## config.mk

```make
export PLATFORM = sky130hd
export DESIGN_NAME = pga_autorange_flat
export DESIGN_NICKNAME = d
export VERILOG_FILES = /design/src/rtl/pga_autorange_pkg.sv /design/src/rtl/pga_autorange_if.sv /design/src/rtl/pga_autorange_ch.sv /design/src/rtl/pga_autorange.sv /design/src/flat_wrapper.sv
export SDC_FILE = /design/constraint.sdc
export NUM_CORES = 1
export LEC_CHECK = 0
export BUFFER_PORTS_ARGS = -buffer_cell sky130_fd_sc_hd__buf_2
export CORE_AREA = 4 4 173 208
export CTS_CLUSTER_DIAMETER = 40
export CTS_CLUSTER_SIZE = 10
export DETAILED_ROUTE_END_ITERATION = 16
export DIE_AREA = 0 0 177 212
export PLACE_DENSITY = 0.57
export SLEW_MARGIN = 40
export SYNTH_ARGS = -nofsm -noshare
export SYNTH_HDL_FRONTEND = slang
export SYNTH_SLANG_ARGS = --single-unit
```

## constraint.sdc

```tcl
create_clock -name clk_in -period 6.2 [get_ports clk_in]
set_input_delay 0.62 -clock clk_in [delete_from_list [all_inputs] [get_ports clk_in]]
set_output_delay 0.62 -clock clk_in [all_outputs]
set_load 0.005 [all_outputs]
```

## src/rtl/pga_autorange_pkg.sv

```systemverilog
// pga_autorange_pkg: shared FSM states, gain codes, data widths and saturating |x| for the PGA autoranger.
package pga_autorange_pkg;
  typedef enum logic [1:0] {TRACK = 2'd0, SETTLE = 2'd1, MANUAL = 2'd2} state_e;
  localparam logic [1:0] GAIN_X1 = 2'd0;
  localparam logic [1:0] GAIN_X2 = 2'd1;
  localparam logic [1:0] GAIN_X4 = 2'd2;
  localparam logic [1:0] GAIN_X8 = 2'd3;
  localparam int ADC_W = 16;
  localparam int DATA_W = 19;
  // -32768 has no positive counterpart, so it saturates to 32767
  function automatic logic [ADC_W-1:0] sat_abs(input logic signed [ADC_W-1:0] x);
    return (x == {1'b1, {(ADC_W-1){1'b0}}}) ? {1'b0, {(ADC_W-1){1'b1}}} :
           x[ADC_W-1] ? ADC_W'(-x) : ADC_W'(x);
  endfunction
endpackage

```

## src/rtl/pga_autorange_if.sv

```systemverilog
// pga_autorange_if: ADC sample, manual override and gain/data output bundle for both channels.
interface pga_autorange_if;
  import pga_autorange_pkg::*;
  logic signed [ADC_W-1:0] adc0_in, adc1_in;
  logic adc_valid_in;
  logic [1:0] manual_en_in, manual_gain0_in, manual_gain1_in;
  logic [1:0] gain0_out, gain1_out;
  logic signed [DATA_W-1:0] data0_out, data1_out;
  logic data_valid_out;
  logic [1:0] settling_out;
  modport master (
    output adc0_in, adc1_in, adc_valid_in, manual_en_in, manual_gain0_in, manual_gain1_in,
    input gain0_out, gain1_out, data0_out, data1_out, data_valid_out, settling_out
  );
  modport slave (
    input adc0_in, adc1_in, adc_valid_in, manual_en_in, manual_gain0_in, manual_gain1_in,
    output gain0_out, gain1_out, data0_out, data1_out, data_valid_out, settling_out
  );
endinterface

```

## src/rtl/pga_autorange_ch.sv

```systemverilog
// pga_autorange_ch: one channel's peak detector, TRACK/SETTLE/MANUAL FSM and gain normaliser.
// With PGA_AUTORANGE_CLIP_EN defined, a single sample at or above CLIP_THRESH steps gain down at once.
module pga_autorange_ch
  import pga_autorange_pkg::*;
#(
  parameter logic [15:0] WIN_LEN = 16'd1024,
  parameter logic [15:0] HI_THRESH = 16'd24000,
  parameter logic [15:0] LO_THRESH = 16'd10000,
  parameter logic [15:0] SETTLE_CYC = 16'd200,
  parameter logic [1:0] MAX_GAIN = 2'd3
`ifdef PGA_AUTORANGE_CLIP_EN
  , parameter logic [15:0] CLIP_THRESH = 16'd32000
`endif
) (
  input logic clk_in,
  input logic rst_in,
  input logic signed [ADC_W-1:0] adc_in,
  input logic valid_in,
  input logic manual_en_in,
  input logic [1:0] manual_gain_in,
  output logic [1:0] gain_out,
  output logic signed [DATA_W-1:0] data_out,
  output logic valid_out,
  output logic settling_out
);
  state_e state_q;
  logic [1:0] gain_q;
  logic signed [DATA_W-1:0] data_q;
  logic valid_q;
  logic [15:0] peak_q, cnt_q, settle_q, msettle_q;
  logic [15:0] abs_x, pk;
  logic [1:0] man_g;
  logic win_end, clip, dn, up;
  assign abs_x = sat_abs(adc_in);
  assign pk = (abs_x > peak_q) ? abs_x : peak_q;
  assign man_g = (manual_gain_in > MAX_GAIN) ? MAX_GAIN : manual_gain_in;
  assign win_end = valid_in && (cnt_q == WIN_LEN - 16'd1);
`ifdef PGA_AUTORANGE_CLIP_EN
  assign clip = valid_in && (abs_x >= CLIP_THRESH) && (gain_q != GAIN_X1);
`else
  assign clip = 1'b0;
`endif
  // an overload clip replaces whatever the window end would have decided
  assign dn = clip || (win_end && (pk > HI_THRESH) && (gain_q != GAIN_X1));
  assign up = !clip && win_end && (pk < LO_THRESH) && (gain_q < MAX_GAIN);
  assign gain_out = gain_q;
  assign data_out = data_q;
  assign valid_out = valid_q;
  assign settling_out = (state_q == SETTLE) || (msettle_q != 16'd0);
  always_ff @(posedge clk_in or posedge rst_in) begin
    if (rst_in) begin
      state_q <= TRACK;
      gain_q <= GAIN_X1;
      data_q <= '0;
      valid_q <= 1'b0;
      peak_q <= '0;
      cnt_q <= '0;
      settle_q <= '0;
      msettle_q <= '0;
    end else begin
      valid_q <= valid_in;
      if (valid_in) data_q <= $signed({{(DATA_W-ADC_W){adc_in[ADC_W-1]}}, adc_in}) <<< (GAIN_X8 - gain_q);
      if (manual_en_in) begin
        state_q <= MANUAL;
        peak_q <= '0;
        cnt_q <= '0;
        if (man_g != gain_q) begin
          gain_q <= man_g;
          msettle_q <= SETTLE_CYC;
        end else if (msettle_q != 16'd0) msettle_q <= msettle_q - 16'd1;
      end else begin
        case (state_q)
          MANUAL: begin
            state_q <= SETTLE;
            settle_q <= SETTLE_CYC;
            msettle_q <= '0;
          end
          SETTLE: begin
            settle_q <= settle_q - 16'd1;
            if (settle_q == 16'd1) begin
              state_q <= TRACK;
              peak_q <= '0;
              cnt_q <= '0;
            end
          end
          default: if (valid_in) begin
            peak_q <= (clip || win_end) ? '0 : pk;
            cnt_q <= (clip || win_end) ? '0 : cnt_q + 16'd1;
            if (dn || up) begin
              gain_q <= dn ? gain_q - 2'd1 : gain_q + 2'd1;
              state_q <= SETTLE;
              settle_q <= SETTLE_CYC;
            end
          end
        endcase
      end
    end
  end
endmodule

```

## src/rtl/pga_autorange.sv

```systemverilog
// pga_autorange: dual-channel AD8251 gain autoranger; two independent channels sharing the ADC strobe.
// Define PGA_AUTORANGE_CLIP_EN to enable the immediate single-sample overload step-down.
module pga_autorange
  import pga_autorange_pkg::*;
#(
  parameter logic [15:0] WIN_LEN = 16'd1024,
  parameter logic [15:0] HI_THRESH = 16'd24000,
  parameter logic [15:0] LO_THRESH = 16'd10000,
  parameter logic [15:0] SETTLE_CYC = 16'd200,
  parameter logic [1:0] MAX_GAIN = 2'd3
`ifdef PGA_AUTORANGE_CLIP_EN
  , parameter logic [15:0] CLIP_THRESH = 16'd32000
`endif
) (
  input logic clk_in,
  input logic rst_in,
  pga_autorange_if.slave bus
);
  logic v0, v1, s0, s1;
  assign bus.data_valid_out = v0 & v1;
  assign bus.settling_out = {s1, s0};
  pga_autorange_ch #(
`ifdef PGA_AUTORANGE_CLIP_EN
    .CLIP_THRESH(CLIP_THRESH),
`endif
    .WIN_LEN(WIN_LEN), .HI_THRESH(HI_THRESH), .LO_THRESH(LO_THRESH),
    .SETTLE_CYC(SETTLE_CYC), .MAX_GAIN(MAX_GAIN)
  ) u_ch0 (
    .clk_in(clk_in), .rst_in(rst_in), .adc_in(bus.adc0_in), .valid_in(bus.adc_valid_in),
    .manual_en_in(bus.manual_en_in[0]), .manual_gain_in(bus.manual_gain0_in),
    .gain_out(bus.gain0_out), .data_out(bus.data0_out), .valid_out(v0), .settling_out(s0)
  );
  pga_autorange_ch #(
`ifdef PGA_AUTORANGE_CLIP_EN
    .CLIP_THRESH(CLIP_THRESH),
`endif
    .WIN_LEN(WIN_LEN), .HI_THRESH(HI_THRESH), .LO_THRESH(LO_THRESH),
    .SETTLE_CYC(SETTLE_CYC), .MAX_GAIN(MAX_GAIN)
  ) u_ch1 (
    .clk_in(clk_in), .rst_in(rst_in), .adc_in(bus.adc1_in), .valid_in(bus.adc_valid_in),
    .manual_en_in(bus.manual_en_in[1]), .manual_gain_in(bus.manual_gain1_in),
    .gain_out(bus.gain1_out), .data_out(bus.data1_out), .valid_out(v1), .settling_out(s1)
  );
endmodule

```

## src/flat_wrapper.sv

```systemverilog
// flat-port wrapper written by rule: the top's interface ports become plain ports
module pga_autorange_flat import pga_autorange_pkg::*;
#(
  parameter logic [15:0] WIN_LEN = 16'd1024,
  parameter logic [15:0] HI_THRESH = 16'd24000,
  parameter logic [15:0] LO_THRESH = 16'd10000,
  parameter logic [15:0] SETTLE_CYC = 16'd200,
  parameter logic [1:0] MAX_GAIN = 2'd3

)
  (clk_in, rst_in, bus_adc0_in, bus_adc1_in, bus_adc_valid_in, bus_manual_en_in, bus_manual_gain0_in, bus_manual_gain1_in, bus_gain0_out, bus_gain1_out, bus_data0_out, bus_data1_out, bus_data_valid_out, bus_settling_out);
  pga_autorange_if bus_i ();
  input logic clk_in;
  input logic rst_in;
  input wire logic [$bits(bus_i.adc0_in)-1:0] bus_adc0_in;
  input wire logic [$bits(bus_i.adc1_in)-1:0] bus_adc1_in;
  input wire logic [$bits(bus_i.adc_valid_in)-1:0] bus_adc_valid_in;
  input wire logic [$bits(bus_i.manual_en_in)-1:0] bus_manual_en_in;
  input wire logic [$bits(bus_i.manual_gain0_in)-1:0] bus_manual_gain0_in;
  input wire logic [$bits(bus_i.manual_gain1_in)-1:0] bus_manual_gain1_in;
  output wire logic [$bits(bus_i.gain0_out)-1:0] bus_gain0_out;
  output wire logic [$bits(bus_i.gain1_out)-1:0] bus_gain1_out;
  output wire logic [$bits(bus_i.data0_out)-1:0] bus_data0_out;
  output wire logic [$bits(bus_i.data1_out)-1:0] bus_data1_out;
  output wire logic [$bits(bus_i.data_valid_out)-1:0] bus_data_valid_out;
  output wire logic [$bits(bus_i.settling_out)-1:0] bus_settling_out;
  assign bus_i.adc0_in = bus_adc0_in;
  assign bus_i.adc1_in = bus_adc1_in;
  assign bus_i.adc_valid_in = bus_adc_valid_in;
  assign bus_i.manual_en_in = bus_manual_en_in;
  assign bus_i.manual_gain0_in = bus_manual_gain0_in;
  assign bus_i.manual_gain1_in = bus_manual_gain1_in;
  assign bus_gain0_out = bus_i.gain0_out;
  assign bus_gain1_out = bus_i.gain1_out;
  assign bus_data0_out = bus_i.data0_out;
  assign bus_data1_out = bus_i.data1_out;
  assign bus_data_valid_out = bus_i.data_valid_out;
  assign bus_settling_out = bus_i.settling_out;
  pga_autorange #(.WIN_LEN(WIN_LEN), .HI_THRESH(HI_THRESH), .LO_THRESH(LO_THRESH), .SETTLE_CYC(SETTLE_CYC), .MAX_GAIN(MAX_GAIN)) u_core (.clk_in(clk_in), .rst_in(rst_in), .bus(bus_i));
endmodule
```

# After elaboration in Yosys (flattened, before gate mapping)
# Cells that the tools add are included.
# word_totals
ff_bits	175
input_bits	41
output_inout_bits	45
word_cells	173
# op_classes
addsub	14
order_cmp	10
n_eq_ne	22
shift	2
muxes	62
bitwise_logic	2
n_reduce_logical	46
# ops
op	n
$mux W16	32
$pmux W16 S2	6
$sub A16 B1 Y16 const B	4
$mux W2	22
$sshl A16 B2 Y19	2
$add A16 B1 Y16 const B	2
$eq A16 B1 Y1 const B	2
$eq A16 B10 Y1 const B	2
$eq A16 B16 Y1 const B	2
$gt A16 B15 Y1 const B	2
$gt A16 B16 Y1	2
$lt A16 B14 Y1 const B	2
$neg A16 Y16	2
$reduce_bool A16 Y1	2
$reduce_and A3 Y1	6
$reduce_bool A3 Y1	6
$reduce_bool A2 Y1	8
$reduce_bool A4 Y1	4
$logic_and A1 B1 Y1	10
$ne A2 B1 Y1 const B	4
$pmux W2 S2	2
$reduce_and A4 Y1	2
$ne A3 B1 Y1 const B	2
$ne A3 B2 Y1 const B	2
other kinds (13)	28

# Depth between registers and ports, before layout
# Gate-level depths: netlist (run 1).
# depth
ltp_word	13
ltp_mapped	20
mapped_depth_nobuf	17

# By module
# A second synthesis (run 1) with hierarchy kept.
# unflattened
hier_cells	1375
hier_area_um2	11985.2
# modules_own_cells
module	n_inst	cells_per_inst	area_each_um2	seq_area_each_um2
pga_autorange_ch	2	686	5982.0	2202.1
pga_autorange	1	3	21.3	0.0

# Worst setup path before layout (run 1)
# Ideal clock, no wire load.
# synth_path
path_kind	in2reg
start	input bus_adc1_in[1]
end	register u_core.u_ch1.settle_q[9]
setup_time_ps	124
arrival_time_ps	4754
required_ps	6076
slack_ps	1322
path_stages	19
path_buffers	2
path_cell_list	clkbuf_1 > inv_1 > ha_1 > nor3b_2 > nand4_1 > o21a_1 > o21ai_0 > inv_1 > ha_1 > nand4_1 > nor4_1 > o21ai_0 > a31oi_1 > o2111ai_1 > a221oi_1 > nor2_1 > o31a_1 > buf_2 > a211o_1
# synth_via
elab_chain_len	11
elab_cells_between_ends	15
cone_classes	1 x add/sub; 3 x order compare; 1 x eq/ne; 3 x mux; 7 x reduce/logical
# synth_lines
item	line	rtl
start, declared	flat_wrapper.sv:16	input wire logic [$bits(bus_i.adc1_in)-1:0] bus_adc1_in;
$neg A16 Y16	pga_autorange_pkg.sv:13	x[ADC_W-1] ? ADC_W'(-x) : ADC_W'(x);
$mux W16	pga_autorange_pkg.sv:13	
$mux W16 *	pga_autorange_pkg.sv:12	return (x == {1'b1, {(ADC_W-1){1'b0}}}) ? {1'b0, {(ADC_W-1){1'b1}}} :
$gt A16 B16 Y1	pga_autorange_ch.sv:35	assign pk = (abs_x > peak_q) ? abs_x : peak_q;
$mux W16 *	pga_autorange_ch.sv:35	
$gt A16 B15 Y1 / $lt A16 B14 Y1 (equally long branches)	pga_autorange_ch.sv:44, pga_autorange_ch.sv:45	
$logic_and A1 B1 Y1, on equally long branches (2 in series)	pga_autorange_ch.sv:44, pga_autorange_ch.sv:45	
$logic_or A1 B1 Y1 *	pga_autorange_ch.sv:89	if (dn || up) begin
$reduce_bool A3 Y1 (no source line) *	-	
$reduce_and A3 Y1 (no source line) *	-	
end signal, assigned	pga_autorange_ch.sv:79	settle_q <= settle_q - 16'd1;
end, declared	pga_autorange_ch.sv:30	logic [15:0] peak_q, cnt_q, settle_q, msettle_q;
# Every way passes the cells marked *; elsewhere a longest branch is shown, timed or not.
# A chain may end at the register's enable or synchronous reset.

# Worst setup path in the final report (run 1)
# Same ends and word-level chain as after synthesis.

==> metrics.txt, run 1 <==
result of the run completed; layout overhead on the synthesized area 11.9%; Routability Congestion 0.845; largest net degree at the start of global routing 67; P per Cell Area 337 nW/um^2; Core Footprint 34000 um^2; most used flip-flop cell after synthesis sky130_fd_sc_hd__dfrtp_1; Antenna diodes 0; data arrival at the endpoint of the critical path 5560 ps; clock tree from TritonCTS done; share of flip-flops with an asynchronous set or reset after synthesis 100%; cell family with most CP delay compound AO/OA/AOI/OAI gates; Layout Skew 13.2 ps; number of iterations in the first detailed-routing pass 5; Max Cap Viol 0; number of nets in the layout 1481; Remaining DRCs 0; commonest non-fill, non-tap cell in the layout sky130_fd_sc_hd__dfrtp_1; area post-placement 12500 um^2; critical path's largest stage delay 620 ps; critical path, cell by cell buf_2 -> inv_1 -> ha_1 -> nor3b_2 -> buf_4 -> nand4_1 -> o21a_1 -> o21ai_0 -> inv_1 -> ha_1 -> nand4_1 -> nor4_1 -> o21ai_0 -> a31oi_1 -> o2111ai_1 -> a221oi_1 -> nor2_1 -> o31a_1 -> a211o_1; antenna violation net count after detailed routing 0; half-perimeter wire length of the detailed placement result 22.0 mm; Period Utilization, post-route 84.3%; Via Count 10100; netlist area before placement 11800 um^2; average instance area after synthesis 8.66 um^2; die boundary width 177 um; non-filler instance count after layout 1862; count of boundary I/O pins 86; number of gates resized after cts 0; Detailed Route WL 30.8 mm; cell count after placement 1831; final setup vio count 0; overflow left after global routing 0; port buffer count 85; slowest stage cell on the critical path sky130_fd_sc_hd__a31oi_1; Die ar. 37500 um^2; RSZ-0062 raised after global routing no; Hold Fails Final Rpt 0; number of antenna violations at the first check in global routing 0; highest net fanout along the worst path 11; static power due to leakage 5.61 nW; fin. max-slew vios 0; post-route standard cell area excluding fillers 13200 um^2; top-area cell type share of the netlist area 37.2%; WL/cell 16.5 um; dominant cells by area after synthesis sky130_fd_sc_hd__dfrtp_1 (37%), sky130_fd_sc_hd__o21ai_0 (5.1%), sky130_fd_sc_hd__ha_1 (4.9%), sky130_fd_sc_hd__nand2_1 (4.6%), sky130_fd_sc_hd__nor2_1 (3.3%); class of the tightest hold or removal check input pin to async pin; cell count after synthesis 1359; number of global-route vias before repair 10000; reg-to-reg slack, setup 2420 ps; Starting Density 34.6%; H-tree lvl count 4; Net Count, Synth 1446; commonest cells after routing, fill and taps aside sky130_fd_sc_hd__dfrtp_1 (173), sky130_fd_sc_hd__nand2_1 (145), sky130_fd_sc_hd__o21ai_0 (118); slew at the pin closest to its max-slew limit 834 ps; Hold Slack 275 ps; maximum frequency from static timing analysis 0.191 GHz; clk sink count 175; share of the core filled with cells 38.7%; Slew HR 44.2%; Startpoint Class input pin; share of synthesized area occupied by flip-flops and latches 37.2%; total of flip-flops plus latches after synthesis 175; vertical extent of the die 212 um; fillers 3461; global-route usage over all layers 16.6%; number of buffer and inverter stages on the critical path 4; Max rail drop VDD 0.000174 V; number of synthesized flops with an enable pin 0; final critical path time including I/O delays and setup 5230 ps; required time of the critical path 6530 ps; yosys synthesis warning count 0; area taken by flip-flops and latches 4380 um^2; wire length of the first global-routing pass 51.7 mm; maximum count of clock buffers along a single path 2; Iter 0 DRT Violations 625; via density per instance 5.43; source-to-sink clock delay at the later pin of the worst-skew pair 440 ps; nature of the critical path endpoint register; fraction of layout instances using a drive strength above 1 14.7%; distinct cell type count of the synthesized netlist 87; Clock Root Buffer sky130_fd_sc_hd__clkbuf_16; Clk pin slew, worst setup/hold paths 80 ps; number of buffers added by the clock tree synthesis step 17; combined area of the multi-input logic cells 6690 um^2; total setup buffers inserted after CTS 0; Crit Path Category input pin to register; largest area contributor in the synthesized netlist sky130_fd_sc_hd__dfrtp_1; Rows 74; hold buffer count at CTS 0; aggregate negative setup slack 0 ps
[cell usage after synthesis, drive strengths merged, types with 15 or more instances]
cell type	instances
a31oi	21
nand4	20
nand3	39
nor2b	15
clkbuf	63
a21oi	54
nor2	102
nor3	35
buf	18
dfrtp	175
xor2	20
nor4	25
a22o	28
and3	17
mux2	33
o31ai	22
nand2	145
mux2i	35
xnor2	18
ha	46
inv	96
o21ai	125
[where the power goes]
| group | internal (mW) | switching, mW | total, mW |
|---|---|---|---|
| clock | 0.682 | 0.501 | 1.18 |
| sequential | 1.39 | 0.234 | 1.63 |
| combinational | 0.659 | 0.972 | 1.63 |
[final cells by class]
cell class,count,share of cell area [%]
multi-input combinational,1005,50.8
sequential,175,33.3
tap,456,4.33
timing repair buffer,97,3.94
clock buffer,17,3.23
inverter,98,2.83
clock inverter,14,1.55
[worst paths after layout]
kind	end	from	cells after the start
max in group asynchronous	u_core.u_ch1.gain_out[1]$_DFFE_PP0P_	rst_in	3
setup / recovery	u_core.u_ch1.settle_q[9]$_DFFE_PP0P_	bus_adc1_in[1]	19
hold reg to reg	u_core.u_ch1.settle_q[7]$_DFFE_PP0P_	u_core.u_ch1.settle_q[7]$_DFFE_PP0P_	1
min in group clk_in	u_core.u_ch0.gain_out[0]$_DFFE_PP0P_	bus_manual_gain0_in[0]	3
setup reg to reg	u_core.u_ch1.settle_q[9]$_DFFE_PP0P_	u_core.u_ch1.peak_q[14]$_DFFE_PP0P_	11
hold / removal	u_core.u_ch0.settle_q[10]$_DFFE_PP0P_	rst_in	2
[kinds of logic (layout without fill, tap and decap cells)]
kind of cell             Yosys count  after routing  share of synthesized area [%]
AO/OA/AOI/OAI                    357            357                           20.1
XOR/XNOR                          38             38                           2.83
adder cells (fa/ha/maj)           46             46                           4.89
buffers and inverters            179            226                           6.03
flip-flops                       175            175                           37.2
multiplexers                      79             79                           8.24
AND/OR/NAND/NOR                  485            485                           20.7
[state kept, by name (all words and copies together) (netlist names)]
signal / count
u_core.u_ch1.state_q: 2
u_core.u_ch0.valid_out: 1
u_core.u_ch1.gain_out: 2
u_core.u_ch0.settle_q: 16
u_core.u_ch0.gain_out: 2
u_core.u_ch0.peak_q: 16
u_core.u_ch1.peak_q: 16
u_core.u_ch1.msettle_q: 16
u_core.u_ch0.msettle_q: 16
u_core.u_ch0.cnt_q: 16
u_core.u_ch1.data_out: 19
u_core.u_ch0.state_q: 2
u_core.u_ch1.settle_q: 16
u_core.u_ch0.data_out: 19
u_core.u_ch1.cnt_q: 16
[through the flow]
stage               total power, mW  worst slack (ps)
floorplan                      2.81               835
global placement               3.25               798
detailed placement             3.28               583
finish                         4.44               972
global route                   4.79               693
CTS                            4.48              1030
[metal layers]
metal | vias to the layer above | part of all wire, % | track usage, %
li1 | 5009 | - | -
met1 | 4837 | 45 | 21.6
met2 | 225 | 49 | 28.5
met3 | 37 | 4.6 | 3.36
met4 | 0 | 1.8 | 4.38
met5 | - | 0 | 0
(Power assumes the default switching activity.)
==> run 2: changes to the inputs <==
- PLACE_DENSITY: 0.57 -> 0.59
- clock period: 6.2 -> 4.6 ns (I/O delays scaled with it)
==> metrics.txt, run 2 (synthesis results as in run 1) <==
maximum count of clock buffers along a single path 2 (unchanged); cell count after placement 1877 (+2.5%); Iter 0 DRT Violations 704 (+13%); Hold Fails Final Rpt 0 (unchanged); Max rail drop VDD 0.000233 V (+34%); Slew HR 46.3% (+2.1 points); global-route usage over all layers 16.8% (+0.19 points); WL/cell 16.3 um (-1.4%); number of buffers added by the clock tree synthesis step 17 (unchanged); total setup buffers inserted after CTS 0 (unchanged); commonest non-fill, non-tap cell in the layout sky130_fd_sc_hd__dfrtp_1; data arrival at the endpoint of the critical path 4540 ps (-1020 ps); number of gates resized after cts 0 (unchanged); number of global-route vias before repair 10400 (+3.3%); antenna violation net count after detailed routing 0 (unchanged); Die ar. 37500 um^2 (unchanged); clock tree from TritonCTS done; layout overhead on the synthesized area 15.3%; commonest cells after routing, fill and taps aside sky130_fd_sc_hd__dfrtp_1 (174), sky130_fd_sc_hd__nand2_1 (145), sky130_fd_sc_hd__o21ai_0 (119); hold buffer count at CTS 0 (unchanged); Routability Congestion 0.898 (+6.3%); vertical extent of the die 212 um (unchanged); P per Cell Area 447 nW/um^2 (+33%); maximum frequency from static timing analysis 0.237 GHz; Detailed Route WL 31.1 mm (+1.0%); required time of the critical path 4920 ps (-1610 ps); highest net fanout along the worst path 16 (+5); source-to-sink clock delay at the later pin of the worst-skew pair 440 ps (about the same); wire length of the first global-routing pass 52.3 mm (+1.1%); Period Utilization, post-route 91.8%; Layout Skew 15.6 ps (+2.45 ps); half-perimeter wire length of the detailed placement result 22.5 mm (+2.6%); Startpoint Class input pin; reg-to-reg slack, setup 1340 ps (-1080 ps); Crit Path Category input pin to register; nature of the critical path endpoint register; clk sink count 175 (unchanged); slew at the pin closest to its max-slew limit 798 ps (-35.3 ps); result of the run completed; final setup vio count 0 (unchanged); port buffer count 85 (unchanged); Core Footprint 34000 um^2 (unchanged); overflow left after global routing 0 (unchanged); internal power component 3.68 mW (+35%); part of the power in registers 35.8% (-0.8 points); RSZ-0062 raised after global routing no; Max Cap Viol 0 (unchanged); via density per instance 5.46 (+0.58%); fraction of layout instances using a drive strength above 1 17.3% (+2.6 points); slack of the critical path 377 ps (-595 ps); Remaining DRCs 0 (unchanged); Gate power share 38.4% (+1.7 points); number of antenna violations at the first check in global routing 0 (unchanged); final critical path time including I/O delays and setup 4220 ps; H-tree lvl count 4 (unchanged); switching share of total power 39.3% (+0.90 points); Clock Root Buffer sky130_fd_sc_hd__clkbuf_16; net switching power figure 2.39 mW (+40%); number of nets in the layout 1527 (+3.1%); clock power share 25.9% (-0.7 points); die boundary width 177 um (unchanged); Via Count 10400 (+3.1%); non-filler instance count after layout 1909 (+2.5%); Starting Density 34.6% (unchanged); static power due to leakage 5.85 nW (+4.3%); Clk pin slew, worst setup/hold paths 70 ps (about the same); worst slack at placement -100 ps (-684 ps); number of iterations in the first detailed-routing pass 5 (unchanged); class of the tightest hold or removal check input pin to async pin; fin. max-slew vios 0 (unchanged); Rows 74 (unchanged); largest net degree at the start of global routing 95 (+42%); count of boundary I/O pins 86 (unchanged); Antenna diodes 0 (unchanged)
## run 2: changes by cell type in the layout (fill, tap and decap cells not counted), moves of 2 or more
| cell | change |
|---|---|
| sky130_fd_sc_hd__clkinv_8 | +5 |
| sky130_fd_sc_hd__inv_8 | +2 |
| sky130_fd_sc_hd__inv_6 | -4 |
| sky130_fd_sc_hd__buf_12 | +2 |
| sky130_fd_sc_hd__bufinv_16 | -2 |
| sky130_fd_sc_hd__buf_4 | +44 |
## run 2: path summary, 6_finish.rpt
kind,from,to,cells after the start
max,bus_adc0_in[5],u_core.u_ch0.settle_q[7]$_DFFE_PP0P_,17
min,rst_in,u_core.u_ch1.data_out[18]$_DFFE_PP0P_,3
max reg2reg,u_core.u_ch0.peak_q[15]$_DFFE_PP0P_,u_core.u_ch0.settle_q[7]$_DFFE_PP0P_,13
min reg2reg,u_core.u_ch1.settle_q[7]$_DFFE_PP0P_,u_core.u_ch1.settle_q[7]$_DFFE_PP0P_,1
max in group asynchronous,rst_in,u_core.u_ch0.settle_q[10]$_DFFE_PP0P_,4
min in group clk_in,bus_manual_gain0_in[1],u_core.u_ch0.gain_out[1]$_DFFE_PP0P_,3
## run 2: critical path, stage by stage
cell and delay [ps]:
sky130_fd_sc_hd__buf_2 150, sky130_fd_sc_hd__or4_4 610, sky130_fd_sc_hd__or4_1 510, sky130_fd_sc_hd__o211ai_1 180, sky130_fd_sc_hd__o21a_2 170, sky130_fd_sc_hd__ha_1 140, sky130_fd_sc_hd__nand4_1 210, sky130_fd_sc_hd__nor4_1 350
sky130_fd_sc_hd__a21bo_2 260, sky130_fd_sc_hd__a31oi_1 210, sky130_fd_sc_hd__buf_4 200, sky130_fd_sc_hd__nor2b_1 140, sky130_fd_sc_hd__o211ai_1 170, sky130_fd_sc_hd__a31oi_2 310, sky130_fd_sc_hd__a31oi_4 130, sky130_fd_sc_hd__buf_12 170
sky130_fd_sc_hd__o21a_1 160
## run 2: metrics by stage
step	util, %	area (um^2)	setup TNS [ps]	total power, mW	hold WS (ps)
3_3_place_gp	37.9	12900	-883	4.47	460
2_1_floorplan	-	11800	0	3.80	443
6_report	39.9	13600	0	6.06	146
3_5_place_dp	38.0	12900	-1000	4.52	482
4_1_cts	39.9	13600	0	6.12	161
5_1_grt	39.9	13600	0	6.54	172
## run 2: layout make-up
type / instances / area, um^2
Clock inverter: 15 / 218
Tap cell: 456 / 571
Fill cell: 3404 / 20400
Inverter: 98 / 372
Sequential cell: 175 / 4380
Multi-Input combinational cell: 1005 / 6690
Clock buffer: 17 / 425
Timing Repair Buffer: 143 / 906
## run 2: metal layers
| metal | part of all wire (%) | global-route usage (%) | vias up |
|---|---|---|---|
| met2 | 49 | 28.7 | 247 |
| met4 | 2.3 | 5.34 | 0 |
| met5 | 0 | 0 | - |
| li1 | - | - | 5082 |
| met3 | 4.8 | 2.95 | 53 |
| met1 | 44 | 21.8 | 5041 |
## run 2: power by group through the flow
stage          Combinational [mW]  Clock [mW]  Sequential (mW)
4_1_cts                      2.34        1.61             2.17
3_3_place_gp                 2.29           0             2.18
6_report                     2.33        1.57             2.17
5_1_grt                      2.65        1.67             2.22
3_5_place_dp                 2.33           0             2.18
2_1_floorplan                1.67           0             2.12
==> run 3: changes to the inputs <==
- CORE_AREA: 4 4 173 208 -> 5 5 174 209
- DIE_AREA: 0 0 177 212 -> 0 0 179 214
- PLACE_DENSITY: 0.59 -> 0.57
- clock period: 4.6 -> 4.2 ns (I/O delays scaled with it)
==> metrics.txt, run 3 (synthesis results as in run 1) <==
area taken by flip-flops and latches 4380 um^2 (unchanged); Slew HR 50.4% (+4.1 points); commonest cells after routing, fill and taps aside sky130_fd_sc_hd__dfrtp_1 (174), sky130_fd_sc_hd__nand2_1 (145), sky130_fd_sc_hd__o21ai_0 (116), sky130_fd_sc_hd__buf_4 (116), sky130_fd_sc_hd__nor2_1 (101); final setup vio count 0 (unchanged); Via Count 10500 (+0.82%); Max rail drop VDD 0.000291 V (+25%); Layout Skew 14.7 ps (-0.964 ps); fin. max-slew vios 0 (unchanged); layout overhead on the synthesized area 19.5%; Detailed Route WL 31.0 mm (-0.25%); count of boundary I/O pins 86 (unchanged); via density per instance 5.34 (-2.3%); Period Utilization, post-route 94.7%; required time of the critical path 4510 ps (-410 ps); vertical extent of the die 214 um (+0.94%); number of nets in the layout 1588 (+4.0%); Routability Congestion 0.909 (+1.2%); clk sink count 175 (unchanged); share of the core filled with cells 41.4% (+1.5 points); non-filler instance count after layout 1969 (+3.1%); Iter 0 DRT Violations 683 (-3.0%); fraction of layout instances using a drive strength above 1 21.1% (+3.8 points); highest net fanout along the worst path 11 (-5); result of the run completed; number of gates resized after cts 0 (unchanged); commonest non-fill, non-tap cell in the layout sky130_fd_sc_hd__dfrtp_1; Clk pin slew, worst setup/hold paths 70 ps (about the same); Core Footprint 34000 um^2 (unchanged); half-perimeter wire length of the detailed placement result 23.0 mm (+2.1%); clock tree from TritonCTS done; RSZ-0062 raised after global routing no; source-to-sink clock delay at the later pin of the worst-skew pair 440 ps (about the same); final critical path time including I/O delays and setup 3980 ps; met1 wire length 14.0 mm (+2.5%); Hold Fails Final Rpt 0 (unchanged); worst reg2reg startpoint u_core.u_ch1.peak_q[9]$_DFFE_PP0P_; die boundary width 179 um (+1.1%); largest net degree at the start of global routing 81 (-15%); P per Cell Area 479 nW/um^2 (+7.0%); Remaining DRCs 0 (unchanged); Crit Path Category input pin to register; WL/cell 15.7 um (-3.3%); port buffer count 85 (unchanged); combined area of the multi-input logic cells 6750 um^2 (+0.99%); Clock Root Buffer sky130_fd_sc_hd__clkbuf_16; Max Cap Viol 0 (unchanged); reg-to-reg slack, setup 1130 ps (-210 ps); number of global-route vias before repair 10500 (+1.3%); maximum count of clock buffers along a single path 2 (unchanged); wire length of the first global-routing pass 52.7 mm (+0.86%); hold buffer count at CTS 0 (unchanged); count of cells along the worst register-to-register path 11 (-2); nature of the critical path endpoint register; fillers 3459 (+1.6%); data arrival at the endpoint of the critical path 4290 ps (-250 ps); top layer in use met4; maximum frequency from static timing analysis 0.252 GHz; Antenna diodes 0 (unchanged); number of antenna violations at the first check in global routing 0 (unchanged); antenna violation net count after detailed routing 0 (unchanged); number of iterations in the first detailed-routing pass 5 (unchanged); Starting Density 34.6% (unchanged); cell count after placement 1938 (+3.2%); total setup buffers inserted after CTS 0 (unchanged); static power due to leakage 6.15 nW (+5.1%); overflow left after global routing 0 (unchanged); routed length on met3 1.31 mm (-12%); Startpoint Class input pin; met2 WL 14.9 mm (-2.1%); slew at the pin closest to its max-slew limit 737 ps (-61.5 ps); Rows 74 (unchanged); global-route usage over all layers 16.5% (-0.33 points); class of the tightest hold or removal check input pin to async pin; number of buffers added by the clock tree synthesis step 17 (unchanged); Die ar. 38300 um^2 (+2.1%); R2R Path End u_core.u_ch1.settle_q[2]$_DFFE_PP0P_; H-tree lvl count 4 (unchanged)
==> run 3: worst max-delay path, cell delays in order <==
cell	delay, ps
sky130_fd_sc_hd__buf_2	100
sky130_fd_sc_hd__buf_4	140
sky130_fd_sc_hd__nor4_1	350
sky130_fd_sc_hd__buf_4	190
sky130_fd_sc_hd__nand4_1	120
sky130_fd_sc_hd__a221oi_1	320
sky130_fd_sc_hd__a31o_2	160
sky130_fd_sc_hd__inv_1	40
sky130_fd_sc_hd__ha_1	280
sky130_fd_sc_hd__nand2_1	90
sky130_fd_sc_hd__nor4_1	260
sky130_fd_sc_hd__o21ai_1	160
sky130_fd_sc_hd__a31oi_4	310
sky130_fd_sc_hd__o2111ai_2	190
sky130_fd_sc_hd__a221oi_2	310
sky130_fd_sc_hd__nor2_2	80
sky130_fd_sc_hd__o31a_2	440
sky130_fd_sc_hd__o31a_1	300
==> run 3: final cells by class <==
cell class	count	area share [%]
Clock buffer	19	3.15
Tap cell	456	4.06
Clock inverter	12	1.30
Sequential cell	175	31.2
Inverter	98	2.64
Multi-Input combinational cell	1005	48.0
Timing Repair Buffer	204	9.65
==> run 3: routing by layer <==
layer	track usage, %	vias to the layer above
li1	-	5216
met1	21.6	5023
met2	27.1	218
met3	3.26	51
met4	5.71	0
met5	0	-
==> run 3: stage by stage <==
step	hold WS [ps]	instance area, um^2	setup TNS [ps]	setup slack, ps	power [mW]
4_1_cts	38.4	14000	0	281	6.81
2_1_floorplan	443	11800	0	16.6	4.19
3_5_place_dp	473	13400	-3790	-203	5.05
6_report	55.7	14100	0	224	6.73
3_3_place_gp	471	13400	-1090	-137	5.00
5_1_grt	71.9	14100	0	13.4	7.28
==> run 3: how the worst max path moves through the flow <==
| stage | slack, ps | end | cells after the start | startpoint |
|---|---|---|---|---|
| 6_report | 220 | u_core.u_ch1.settle_q[2]$_DFFE_PP0P_ | 18 | bus_adc1_in[2] |
| 5_1_grt | 10 | u_core.u_ch1.settle_q[2]$_DFFE_PP0P_ | 18 | bus_adc1_in[2] |
| 4_1_cts | 280 | u_core.u_ch1.settle_q[2]$_DFFE_PP0P_ | 18 | bus_adc1_in[2] |
| 3_5_place_dp | -200 | u_core.u_ch1.settle_q[2]$_DFFE_PP0P_ | 18 | bus_adc1_in[2] |
| 3_3_place_gp | -140 | u_core.u_ch1.settle_q[9]$_DFFE_PP0P_ | 18 | bus_adc1_in[2] |
| 2_1_floorplan | 20 | u_core.u_ch1.settle_q[9]$_DFFE_PP0P_ | 20 | bus_adc1_in[0] |
==> run 3: report_power, final <==
group | switching (mW) | internal [mW]
Combinational | 1.51 | 1.13
Sequential | 0.319 | 2.06
Clock | 0.697 | 1.01
